===== config.mk =====
export PLATFORM = sky130hd
export DESIGN_NAME = timer_bank
export DESIGN_NICKNAME = d
export VERILOG_FILES = /design/src/rtl/timer_bank.sv
export SDC_FILE = /design/constraint.sdc
export NUM_CORES = 1
export LEC_CHECK = 0
export CAP_MARGIN = 5
export CORE_MARGIN = 4
export CORE_UTILIZATION = 45
export CTS_CLUSTER_DIAMETER = 100
export DETAILED_ROUTE_END_ITERATION = 10
export PLACE_DENSITY = 0.73
export SYNTH_ARGS = -nofsm -noshare
export SYNTH_HDL_FRONTEND = slang
export SYNTH_SLANG_ARGS = --single-unit

===== constraint.sdc =====
create_clock -name clk -period 3.2 [get_ports clk]
set_input_delay 0.48 -clock clk [delete_from_list [all_inputs] [get_ports clk]]
set_output_delay 0.48 -clock clk [all_outputs]
set_load 0.1 [all_outputs]

===== src/rtl/timer_bank.sv =====
// timer_bank: a bank of independent threshold timers sharing one prescaler.
// Each channel counts qualifying ticks (its enable AND the shared tick) while
// running. On reaching its threshold it pulses expired, then either reloads
// (periodic mode) or parks in DONE with finished held high (one-shot mode).
module timer_bank #(
   parameter int WIDTH      = 9,
   parameter int CHANNELS   = 4,
   parameter int PRESCALE_W = 8
) (
   input  logic                      clk,
   input  logic                      reset,
   input  logic [PRESCALE_W-1:0]     prescale,
   input  logic [CHANNELS-1:0]       en,
   input  logic [CHANNELS-1:0]       start,
   input  logic [CHANNELS-1:0]       periodic,
   input  logic [CHANNELS*WIDTH-1:0] threshold,
   output logic [CHANNELS-1:0]       finished,
   output logic [CHANNELS-1:0]       expired,
   output logic [CHANNELS-1:0]       busy
);

   typedef enum logic [1:0] {
      ST_IDLE = 2'd0,
      ST_RUN  = 2'd1,
      ST_DONE = 2'd2
   } state_t;

   localparam logic [PRESCALE_W-1:0] PCNT_ZERO = {PRESCALE_W{1'b0}};
   localparam logic [PRESCALE_W-1:0] PCNT_ONE  = {{(PRESCALE_W-1){1'b0}}, 1'b1};
   localparam logic [WIDTH-1:0]      CTR_ZERO  = {WIDTH{1'b0}};
   localparam logic [WIDTH-1:0]      CTR_ONE   = {{(WIDTH-1){1'b0}}, 1'b1};

   logic [PRESCALE_W-1:0] r_pcnt;
   logic                  w_tick;
   logic [WIDTH-1:0]      w_thr      [CHANNELS];
   state_t                r_state    [CHANNELS];
   logic [WIDTH-1:0]      r_ctr      [CHANNELS];
   logic [CHANNELS-1:0]   r_finished;
   logic [CHANNELS-1:0]   r_expired;
   logic [CHANNELS-1:0]   r_busy;

   // The tick fires in the cycle the prescaler matches the live prescale value;
   // if prescale drops below pcnt the counter simply wraps before matching.
   assign w_tick = (r_pcnt == prescale);

   genvar g;
   generate
      for (g = 0; g < CHANNELS; g++) begin : g_thr
         assign w_thr[g] = threshold[g*WIDTH +: WIDTH];
      end
   endgenerate

   assign finished = r_finished;
   assign expired  = r_expired;
   assign busy     = r_busy;

   // Shared free-running prescaler, independent of any channel enable.
   always_ff @(posedge clk) begin
      if (reset) begin
         r_pcnt <= PCNT_ZERO;
      end else if (w_tick) begin
         r_pcnt <= PCNT_ZERO;
      end else begin
         r_pcnt <= r_pcnt + PCNT_ONE;
      end
   end

   // Per-channel IDLE/RUN/DONE state machines with registered status outputs.
   always_ff @(posedge clk) begin
      if (reset) begin
         for (int i = 0; i < CHANNELS; i++) begin
            r_state[i]    <= ST_IDLE;
            r_ctr[i]      <= CTR_ZERO;
            r_finished[i] <= 1'b0;
            r_expired[i]  <= 1'b0;
            r_busy[i]     <= 1'b0;
         end
      end else begin
         for (int i = 0; i < CHANNELS; i++) begin
            // expired is a single-cycle pulse unless re-raised below
            r_expired[i] <= 1'b0;
            if (start[i]) begin
               // start (re)arms from any state and wins over a same-cycle tick
               r_state[i]    <= ST_RUN;
               r_ctr[i]      <= CTR_ZERO;
               r_finished[i] <= 1'b0;
               r_busy[i]     <= 1'b1;
            end else begin
               case (r_state[i])
                  ST_RUN: begin
                     if (en[i] && w_tick) begin
                        if (r_ctr[i] >= w_thr[i]) begin
                           // threshold reached: counter never increments past it
                           r_expired[i] <= 1'b1;
                           if (periodic[i]) begin
                              r_ctr[i] <= CTR_ZERO;
                           end else begin
                              r_state[i]    <= ST_DONE;
                              r_finished[i] <= 1'b1;
                              r_busy[i]     <= 1'b0;
                           end
                        end else begin
                           r_ctr[i] <= r_ctr[i] + CTR_ONE;
                        end
                     end else begin
                        r_ctr[i] <= r_ctr[i];
                     end
                  end
                  ST_IDLE: begin
                     r_state[i] <= ST_IDLE;
                  end
                  ST_DONE: begin
                     r_state[i] <= ST_DONE;
                  end
                  default: begin
                     // unreachable encoding: recover to a safe idle channel
                     r_state[i]    <= ST_IDLE;
                     r_ctr[i]      <= CTR_ZERO;
                     r_finished[i] <= 1'b0;
                     r_busy[i]     <= 1'b0;
                  end
               endcase
            end
         end
      end
   end

endmodule

# ---- Yosys cells after proc, flatten, opt, wreduce, memory -nomap -nowiden
# Memories as Yosys holds them, arrays and structs flattened.
# Cells that the tools add are included.
# W data, S select, Z words.
dict set report classes {
  addsub 5
  n_lt_le_gt_ge 4
  n_eq_ne 37
  mux 242
  bitwise 52
  reduce_logical 33
}
# operator count
set op_table {}
lappend op_table {{$mux W1} 194}
lappend op_table {{$mux W9} 20}
lappend op_table {{$mux W2} 20}
lappend op_table {{$or A1 B1 Y1} 40}
lappend op_table {{$add A9 B1 Y9 const B} 4}
lappend op_table {{$ge A9 B9 Y1} 4}
lappend op_table {{$ne A3 B3 Y1 const B} 12}
lappend op_table {{$reduce_and A4 Y1} 8}
lappend op_table {{$ne A2 B2 Y1 const B} 12}
lappend op_table {{$reduce_or A2 Y1} 9}
lappend op_table {{$pmux W1 S2} 8}
lappend op_table {{$reduce_or A4 Y1} 4}
lappend op_table {{$not A1 Y1} 12}
lappend op_table {{$reduce_or A3 Y1} 4}
lappend op_table {{$add A8 B1 Y8 const B} 1}
lappend op_table {{$eq A2 B1 Y1 const B} 4}
lappend op_table {{$eq A2 B2 Y1 const B} 4}
lappend op_table {{$eq A8 B8 Y1} 1}
lappend op_table {{$logic_not A2 Y1} 4}
lappend op_table {{$ne A2 B1 Y1 const B} 4}
lappend op_table {{$logic_and A1 B1 Y1} 4}
dict set report word_totals {
  ff_bits 20
  ramBits 44
  inputBits 58
  output_inout_bits 12
  word_cells 388
  memories 2
}
# name words word_bits read_ports rd_clocked_by_memory_dff wr line
set memory_table {}
lappend memory_table {r_ctr 4 9 4 0 4 37} ;# logic [WIDTH-1:0] r_ctr [CHANNELS];
lappend memory_table {r_state 4 2 4 0 4 36} ;# state_t r_state [CHANNELS];

# ---- Depth between registers and ports, before layout
dict set report logic_depth {
  depth_word 11
  depth_mapped 8
  depth_no_buf 7
}

# ---- Least setup slack after synthesis
# OpenSTA, ideal clock, no wires.
dict set report synth_path {
  path_type {input-to-reg}
  startpoint {in threshold[11]}
  endpoint {mem r_ctr[1][0] (enable)}
  setup_time_ns 0.390
  t_arrival_ns 2.378
  slack_ns 0.432
  cell_stages 7
  cell_sequence {inv_1 > ha_1 > a21oi_1 > o21ai_0 > a41oi_1 > a21oi_1 > o31ai_1}
}
# item line
set synth_lines {}
lappend synth_lines {{from (decl)} 16} ;# input logic [CHANNELS*WIDTH-1:0] threshold,
lappend synth_lines {{to (decl)} 37}

==> impl_metrics.json <==
{
  "slew_headroom_pct": 34.92,
  "reg2reg_from": "r_ctr[1][2]",
  "hp-start": "finished[1]",
  "synthSimpleGateAreaFrac_pct": 20.84,
  "dp.final_hpwl_um": 6464,
  "critPathKind": "in2reg",
  "synth_top_family_by_area": "simple AND/OR/NAND/NOR gates",
  "cts_tree": "yes",
  "crit_path_end_kind": "register",
  "wl_per_cell_um": 13.39,
  "critPathRequiredTime_ps": 3390,
  "grt_pass1_wl_um": 13480,
  "io_pins": 70,
  "overflow": 0,
  "hp-class": "reg2reg",
  "synth_nets": 504,
  "clock-sinks": 64,
  "yosys-mux-area-fraction_pct": 0,
  "synth_most_common_cell": "inv_1",
  "fin_crit_sh_pct": 80.08,
  "ctsHoldBuffers": 0,
  "worst_pin_slew_ps": 973.1,
  "drv_cap": 0,
  "max_freq_ghz": 0.3902,
  "grt_usage_pct": 16.01,
  "synth_top_area_share_pct": 32.56,
  "syn-cell-area_um2": 4058,
  "clockRootBuffer": "clkbuf_8",
  "status": "complete, no violations",
  "cp_cell_sequence": "clkdlybuf4s50_1 -> inv_1 -> ha_1 -> a21o_1 -> a2111oi_2 -> a21oi_1 -> or3_1 -> nor2_2",
  "whs_endpoint": "finished[1]",
  "gp_congestion": 0.8307,
  "ys_top_cells_by_area": "edfxtp_1, ha_1, dfxtp_1",
  "area_delta_synth_final_pct": 25.01,
  "rows": 34,
  "synth_edf_count": 44,
  "rsz0062_at_grt": "false",
  "drt-pass1-iter-count": 4,
  "crit_path_max_fanout": 9,
  "synth_cells": 405,
  "die_area_um2": 10600,
  "route.detailed.drc": 0,
  "cts_htree_levels": 3,
  "r2r_slack_ps": 790,
  "die_x_um": 103.0,
  "finalSetupViolations": 0,
  "antenna_cells": 0,
  "max_stage_delay_ps": 570,
  "syn_avg_cell_area_um2": 10.02,
  "yosysWarnings": 0,
  "synth-adder-area-share_pct": 12.64,
  "die_h_um": 103.0,
  "drtAntennaViolNets": 0,
  "arrival_ps": 2750,
  "antenna_found_initial": 0,
  "final_nets": 588,
  "cts-resized-gates": 0,
  "port_buffers": 69,
  "drive_gt1_share_pct": 11.74,
  "yosysUniqueCellTypes": 47,
  "clkLatencyLatePin_ps": 330,
  "first_global_vias": 3118,
  "drt_wl_total_um": 8061,
  "postCtsSetupRepairBufs": 0,
  "ir_drop_mv": 0.2004,
  "cts_buffers": 9,
  "viasPerCell": 5.154,
  "holdPathStages": 1,
  "r2r-end": "r_ctr[1][2]",
  "crit_path_top_delay_cell": "or3_1",
  "synth-compound-area-share_pct": 10.55,
  "vias": 3103,
  "drt_iter0_markers": 56,
  "start_util_pct": 46.30,
  "cts_buffer_depth": 2,
  "finClkSkew_ps": 8.842,
  "rr_worst_depth": 7,
  "grt_max_degree": 15,
  "synthXorXnorAreaFrac_pct": 8.634,
  "hold_viol_final": 0,
  "ys_top_cells_by_count": "inv_1, edfxtp_1, ha_1, nor2_1, xor2_1",
  "finalCriticalPeriod_ps": 2563,
  "leakagePower_nw": 2.088,
  "synth-seq-cells": 64,
  "fin_ws_ps": 637.5,
  "synth-seq-area-share_pct": 42.43,
  "setup-tns-final_ps": 0,
  "core_um2": 8763,
  "ys_async_sr_fraction_pct": 0,
  "synth-main-ff-cell": "edfxtp_1",
  "post-place-ws_ps": 287.9,
  "clk_pin_slew_ps": 70,
  "setup.worst_path.start_class": "input pin",
  "slew_viol_final": 0,
  "hold_ws_ps": 475.0,
  "power.density_nw_per_um2": 371.3,
  "yosysTopAreaCell": "edfxtp_1"
}
==> sequential cells by signal, indices dropped and copies added (netlist names) <==
register and count:
r_ctr 36, r_pcnt 8, r_state 8, busy 4
expired 4, finished 4
==> final cells by class <==
type / count / area, um^2
Clock inverter: 3 / 17.52
Sequential cell: 64 / 1722
Clock buffer: 13 / 158.9
Tap cell: 108 / 135.1
Timing Repair Buffer: 77 / 733.2
Fill cell: 790 / 3691
Inverter: 45 / 168.9
Multi-Input combinational cell: 292 / 2137
==> cell usage in the layout, fill, tap and decap left out, drive strengths merged, types with 3 or more instances in the layout <==
cell type,n
and3,7
clkbuf,13
buf,15
a2111oi,3
nand3b,4
nor2,52
xor2,31
nand4,6
o21ai,13
a211oi,5
and2,5
or3,5
xnor2,9
clkdlybuf4s50,62
o31ai,3
edfxtp,44
nand2b,6
dfxtp,20
nand2,23
nand3,22
inv,45
o21a,4
nor2b,8
ha,41
a21oi,19
==> power breakdown <==
part	switching, W	internal, W	total (W)	leakage, nW
logic	0.000157	0.000145	0.000302	1.34
clock network	0.000303	0.000322	0.000624	0.0894
registers	0.0000390	0.000918	0.000957	0.658
total	0.000499	0.00138	0.00188	2.09
==> worst max-delay path: cells and delay by family <==
family | cells | cell delay, ps
buffers and inverters | 2 | 490
adders and majority gates | 1 | 300
AOI/OAI and AO/OA | 3 | 740
and+or+nand+nor | 2 | 750
==> metrics by stage <==
| step | cells | power, W | area, um^2 | util [%] |
|---|---|---|---|---|
| 2_1_floorplan | 405 | 0.001145 | 4058 | - |
| 3_3_place_gp | 586 | 0.001269 | 4896 | 55.87 |
| 3_5_place_dp | 586 | 0.001278 | 4896 | 55.87 |
| 4_1_cts | 602 | 0.001900 | 5072 | 57.88 |
| 5_1_grt | 602 | 0.001973 | 5072 | 57.88 |
| 6_report | 602 | 0.001883 | 5072 | 57.88 |
==> cell families after synthesis <==
| family | Yosys count |
|---|---|
| and+or+nand+nor | 150 |
| xor gates and xnor gates | 40 |
| AOI/OAI and AO/OA | 61 |
| buffers and inverters | 49 |
| adders and majority gates | 41 |
| DFF | 64 |
==> routing by layer <==
metal	vias to the layer above	part of all wire (%)	global-route usage, %	routed length (um)
met2	55	48	28.02	3898
li1	1599	-	-	-
met3	8	3.9	2.842	315
met4	0	1.2	5.080	97
met1	1441	47	19.98	3750
met5	-	0	0	0
==> worst max path at each step <==
stage | start | to | cells after the start
4_1_cts | threshold[25] | r_ctr[2][5] | 8
5_1_grt | threshold[11] | r_ctr[1][5] | 9
3_3_place_gp | threshold[11] | r_ctr[1][5] | 9
6_report | threshold[25] | r_ctr[2][5] | 8
2_1_floorplan | threshold[11] | r_ctr[1][0] | 7
3_5_place_dp | threshold[25] | r_ctr[2][5] | 8
No activity file was read; power rests on OpenSTA's default activity.
